--- src/rtl/ram_transfer_sequencer.sv ---
// Sequences the shared account RAM for one coin transfer: key check, funds and
// headroom checks, then writes both balances. All outputs are registered.
module ram_transfer_sequencer #(
   parameter int READ_LATENCY = 2
) (
   input  logic       clock,
   input  logic       reset,
   input  logic       start,
   input  logic       sender,
   input  logic [7:0] amount,
   input  logic [7:0] key,
   input  logic [7:0] ram_result,
   output logic       ram_access_p2,
   output logic [1:0] ram_access_type,
   output logic [7:0] ram_data_in,
   output logic       ram_wren,
   output logic       busy,
   output logic       done,
   output logic [1:0] status,
   output logic [2:0] step
);

   typedef enum logic [2:0] {
      IDLE, RD_KEY, RD_SBAL, RD_RBAL, CHECK, WR_SBAL, WR_RBAL, DONE
   } state_t;

   localparam logic [1:0] LAT     = 2'(READ_LATENCY);
   localparam logic [1:0] ST_OK   = 2'b00;
   localparam logic [1:0] ST_KEY  = 2'b01;
   localparam logic [1:0] ST_FUND = 2'b10;
   localparam logic [1:0] ST_OVF  = 2'b11;
   localparam logic [1:0] F_BAL   = 2'b00;
   localparam logic [1:0] F_KEY   = 2'b01;

   state_t     state_q, state_d;
   logic [1:0] cnt_q, cnt_d;
   logic       sender_q, sender_d;
   logic [7:0] amount_q, amount_d, key_q, key_d;
   logic [7:0] sbal_q, sbal_d, rbal_q, rbal_d;
   logic [1:0] status_q, status_d;
   logic       p2_q, p2_d, wren_q, wren_d, busy_q, busy_d, done_q, done_d;
   logic [1:0] type_q, type_d;
   logic [7:0] data_q, data_d;
   logic [2:0] step_q, step_d;

   always_comb begin
      state_d  = state_q;
      cnt_d    = cnt_q;
      sender_d = sender_q;
      amount_d = amount_q;
      key_d    = key_q;
      sbal_d   = sbal_q;
      rbal_d   = rbal_q;
      status_d = status_q;
      case (state_q)
         IDLE: if (start) begin
            sender_d = sender;
            amount_d = amount;
            key_d    = key;
            status_d = ST_OK;
            cnt_d    = 2'd0;
            state_d  = RD_KEY;
         end
         RD_KEY: if (cnt_q == LAT) begin
            cnt_d = 2'd0;
            if (ram_result != key_q) begin
               status_d = ST_KEY;
               state_d  = DONE;
            end else begin
               state_d = RD_SBAL;
            end
         end else cnt_d = cnt_q + 2'd1;
         RD_SBAL: if (cnt_q == LAT) begin
            cnt_d   = 2'd0;
            sbal_d  = ram_result;
            state_d = RD_RBAL;
         end else cnt_d = cnt_q + 2'd1;
         RD_RBAL: if (cnt_q == LAT) begin
            cnt_d   = 2'd0;
            rbal_d  = ram_result;
            state_d = CHECK;
         end else cnt_d = cnt_q + 2'd1;
         CHECK: begin
            // funds shortfall takes priority over receiver overflow
            if (sbal_q < amount_q) begin
               status_d = ST_FUND;
               state_d  = DONE;
            end else if (({1'b0, rbal_q} + {1'b0, amount_q}) > 9'd255) begin
               status_d = ST_OVF;
               state_d  = DONE;
            end else begin
               state_d = WR_SBAL;
            end
         end
         WR_SBAL: state_d = WR_RBAL;
         WR_RBAL: state_d = DONE;
         default: state_d = IDLE;
      endcase
   end

   // Outputs are decoded from the next state so they line up with it once registered.
   always_comb begin
      p2_d   = 1'b0;
      type_d = F_BAL;
      data_d = 8'd0;
      wren_d = 1'b0;
      done_d = 1'b0;
      step_d = 3'd0;
      busy_d = (state_d != IDLE);
      case (state_d)
         RD_KEY:  begin p2_d = sender_d;  type_d = F_KEY; step_d = 3'd1; end
         RD_SBAL: begin p2_d = sender_d;  step_d = 3'd2; end
         RD_RBAL: begin p2_d = ~sender_d; step_d = 3'd3; end
         CHECK:   begin p2_d = ~sender_d; step_d = 3'd3; end
         WR_SBAL: begin
            p2_d   = sender_d;
            data_d = sbal_q - amount_q;
            wren_d = 1'b1;
            step_d = 3'd4;
         end
         WR_RBAL: begin
            p2_d   = ~sender_d;
            data_d = rbal_q + amount_q;
            wren_d = 1'b1;
            step_d = 3'd4;
         end
         DONE:    begin done_d = 1'b1; step_d = 3'd5; end
         default: ;
      endcase
   end

   always_ff @(posedge clock) begin
      if (reset) begin
         state_q  <= IDLE;
         cnt_q    <= 2'd0;
         sender_q <= 1'b0;
         amount_q <= 8'd0;
         key_q    <= 8'd0;
         sbal_q   <= 8'd0;
         rbal_q   <= 8'd0;
         status_q <= ST_OK;
         p2_q     <= 1'b0;
         type_q   <= F_BAL;
         data_q   <= 8'd0;
         wren_q   <= 1'b0;
         busy_q   <= 1'b0;
         done_q   <= 1'b0;
         step_q   <= 3'd0;
      end else begin
         state_q  <= state_d;
         cnt_q    <= cnt_d;
         sender_q <= sender_d;
         amount_q <= amount_d;
         key_q    <= key_d;
         sbal_q   <= sbal_d;
         rbal_q   <= rbal_d;
         status_q <= status_d;
         p2_q     <= p2_d;
         type_q   <= type_d;
         data_q   <= data_d;
         wren_q   <= wren_d;
         busy_q   <= busy_d;
         done_q   <= done_d;
         step_q   <= step_d;
      end
   end

   assign ram_access_p2   = p2_q;
   assign ram_access_type = type_q;
   assign ram_data_in     = data_q;
   assign ram_wren        = wren_q;
   assign busy            = busy_q;
   assign done            = done_q;
   assign status          = status_q;
   assign step            = step_q;

endmodule
--- config.mk ---
export PLATFORM = sky130hd
export DESIGN_NAME = ram_transfer_sequencer
export DESIGN_NICKNAME = d
export VERILOG_FILES = /design/src/rtl/ram_transfer_sequencer.sv
export SDC_FILE = /design/constraint.sdc
export NUM_CORES = 1
export LEC_CHECK = 0
export ABC_AREA = 1
export CAP_MARGIN = 0
export CORE_MARGIN = 1
export CORE_UTILIZATION = 60
export DETAILED_ROUTE_END_ITERATION = 10
export DONT_BUFFER_PORTS = 1
export GPL_TIMING_DRIVEN = 1
export PLACE_DENSITY_LB_ADDON = 0.08
export SLEW_MARGIN = 20
export SYNTH_ARGS = -nofsm -noshare
export SYNTH_HDL_FRONTEND = slang
export SYNTH_SLANG_ARGS = --single-unit
--- constraint.sdc ---
create_clock -name clock -period 3.1 [get_ports clock]
set_clock_uncertainty 0.15 [all_clocks]
set_input_delay 0.62 -clock clock [delete_from_list [all_inputs] [get_ports clock]]
set_output_delay 0.62 -clock clock [all_outputs]
set_load 0.01 [all_outputs]
==> metrics.md <==
| Metric | Value |
|---|---|
| Core Area | 4750 µm² |
| Vias/cell | 5.26 |
| Final Hold Fails | 0 |
| Global-route wire length before repair | 10600 µm |
| WL final | 6210 µm |
| Die Footprint | 5270 µm² |
| Largest net degree at the start of global routing | 37 |
| WL per Instance | 13.0 µm |
| CP max FO | 4 |
| Remaining Overflow, GRT | 0 |
| CTS H-tree lvls | 2 |
| Area Overhead vs Synth | 4.52% |
| Post-synth top cells | nand2_1, nor2_1, dfxtp_1, inv_1, a21oi_1 |
| Rows | 25 |
| Cts bufs inserted | 5 |
| Routed via count | 2513 |
| Worst-case vdd ir drop | 396 µV |
| Fraction of layout cells with a size suffix above 1 | 9.49% |
| Outcome | finished, final reports clean |
| IO Pins | 47 |
| Final setup margin | 0.767 ns |
| Area occupied by registers | 1120 µm² |
| Top FF cell, synth | dfxtp_1 |
| Initial Utilization | 62.9% |
| # setup viols final | 0 |
| Worst EP required | 3.16 ns |
| Max_cap viols | 0 |
| Final Wtd Congestion | 0.892 |
| Final Cycle Share | 75.3% |
| Slew HR | 44.0% |
| Syn Std Cell Area | 2990 µm² |
| Initial antenna violation count | 0 |
| Final min period | 2.33 ns |
| Sequential-to-total area share from yosys stat | 37.5% |
| Fmax | 429 MHz |
| Initial drt markers | 128 |
| Multi-input gate area in the final layout | 1620 µm² |
| Setup bufs post-CTS | 0 |
| Power per cell area | 494 nW/µm² |
| Slew of the pin with the lowest slew margin | 0.839 ns |
| Distinct cells, synth | 39 |
| N_diodes | 0 |
| Synthesized flop and latch total | 56 |
| Dpl hpwl | 4790 µm |
| Worst Path Class, Setup | flip-flop to flip-flop |
| Clk slew on worst S/H paths | 0.10 ns |
| DRC viols | 0 |
| CP arrival | 2.40 ns |
| Ys async rst share | 0% |
| GRT Overall Usage | 26.2% |
| Nets | 456 |
| Total negative setup slack | 0 ns |
| EDFF count, synth | 0 |
| I/O Buffers | 0 |
| CP Launch Type | flip-flop |
| CTS tree | yes |
| Leakage | 0.00145 µW |
| CP Capture Type | flip-flop |
| Final number of max-transition violations | 0 |
| Synth top area cells | dfxtp_1, nand2_1, nor2_1 |
| Pre-antenna DRT Iters | 4 |
| Clock root buffer | clkbuf_8 |
| Die W | 72.6 µm |
| Worst skew pair latency | 0.31 ns |
| Synth area leader | dfxtp_1 |
| Cells after Synth | 413 |
| Worst slack, placed | 0.833 ns |
| Yosys top cell area share | 37.5% |
| Final ANT Viol Nets | 0 |
| Synth warn | 0 |
| Post-CTS Resized | 0 |
| Fillers | 442 |
| RSZ-0062 raised after global routing | false |
| CTS sink count | 56 |
| Vias in the first global route | 2323 |
| Clock Tree Buf Depth | 2 |
| Syn nets | 459 |
| Most frequent cell after synthesis | nand2_1 |
| Hold Buf Count CTS | 0 |
| Die height | 72.6 µm |
| HP Class | input pin to flip-flop |
| Syn_area_per_cell | 7.25 µm² |
sequential cells by signal, indices dropped and copies added, names as in the netlist:
signal	count
amount_q	8
ram_wren	1
cnt_q	2
ram_data_in	8
sbal_q	8
done	1
rbal_q	8
step	3
busy	1
sender_q	1
key_q	8
ram_access_p2	1
ram_access_type	1
status	2
state_q	3
cells in the final DEF (no fill, tap or decap):
cell / n
a211oi_1: 1
a21o_1: 1
a21oi_1: 44
a21oi_2: 1
a21oi_4: 1
a221oi_1: 1
a31oi_1: 1
clkbuf_8: 6
clkinv_1: 1
conb_1: 1
dfxtp_1: 56
fa_1: 2
ha_1: 16
inv_1: 47
inv_2: 6
inv_6: 2
nand2_1: 68
nand2_2: 6
nand2_8: 1
nand3_1: 20
nand3_2: 4
nand3_4: 1
nand3b_1: 2
nand4_4: 1
nor2_1: 60
nor2_2: 2
nor2_4: 1
nor3_1: 3
nor3_2: 1
nor3_4: 1
o21ai_0: 38
o22ai_1: 1
or2_0: 1
or2_2: 5
xnor2_1: 7
xor2_1: 1
area by class of cell:
class                           instances  share of cell area (%)
Tap cell                               67                    2.68
Multi-Input combinational cell        293                    51.8
Inverter                               54                    6.48
Sequential cell                        56                    35.8
Clock inverter                          2                   0.560
Clock buffer                            6                    2.64
logic make-up after synthesis:
family	Yosys count	synth area share (%)
AO/OA/AOI/OAI	89	15.8
XOR/XNOR	8	2.34
flip-flops	56	37.5
buffers and inverters	64	8.40
adder cells (fa/ha/maj)	18	8.03
other	1	0.125
AND/OR/NAND/NOR	177	27.9
report_power, final:
part           internal, µW  leakage [µW]  switching, µW
Clock                   188     0.0000522            249
Sequential              767      0.000457           35.6
Combinational           107      0.000943            199
path summary, 6_finish.rpt:
check | start | endpoint | slack, ns | cells after the start
hold / removal | reset | ram_data_in[7] | 0.22 | 1
hold reg to reg | key_q[4] | key_q[4] | 0.32 | 2
setup / recovery | amount_q[0] | status[0] | 0.77 | 13
setup reg to reg | amount_q[0] | status[0] | 0.77 | 13
through the flow:
step                std cells  hold WS (ns)  util (%)  instance area (µm²)  power, µW
floorplan                 413         0.279         -                 2990       1070
global placement          470         0.292      63.7                 3030       1110
detailed placement        470         0.298      63.7                 3030       1120
CTS                       478         0.204      65.8                 3130       1560
global route              478         0.198      65.8                 3130       1640
finish                    478         0.217      65.8                 3130       1550
critical path, stage by stage, from the launching register on:
cell	delay, ns
dfxtp_1	0.37
ha_1	0.16
inv_1	0.06
fa_1	0.40
nand3_1	0.09
nand3_1	0.12
nand2_1	0.11
nand2_2	0.09
nand2_1	0.11
nand2_2	0.08
a21oi_1	0.29
nand2_1	0.08
nand2_1	0.07
nor2_1	0.05
per-layer routing:
metal  GRT usage (%)  routed length, µm  vias to the layer above
met4            7.84                 44                        0
met5               0                  0                        -
met3            5.25                344                        6
met1            36.6               3060                     1128
met2            40.8               2760                       56
li1                -                  -                     1323
(Power assumes the default switching activity.)
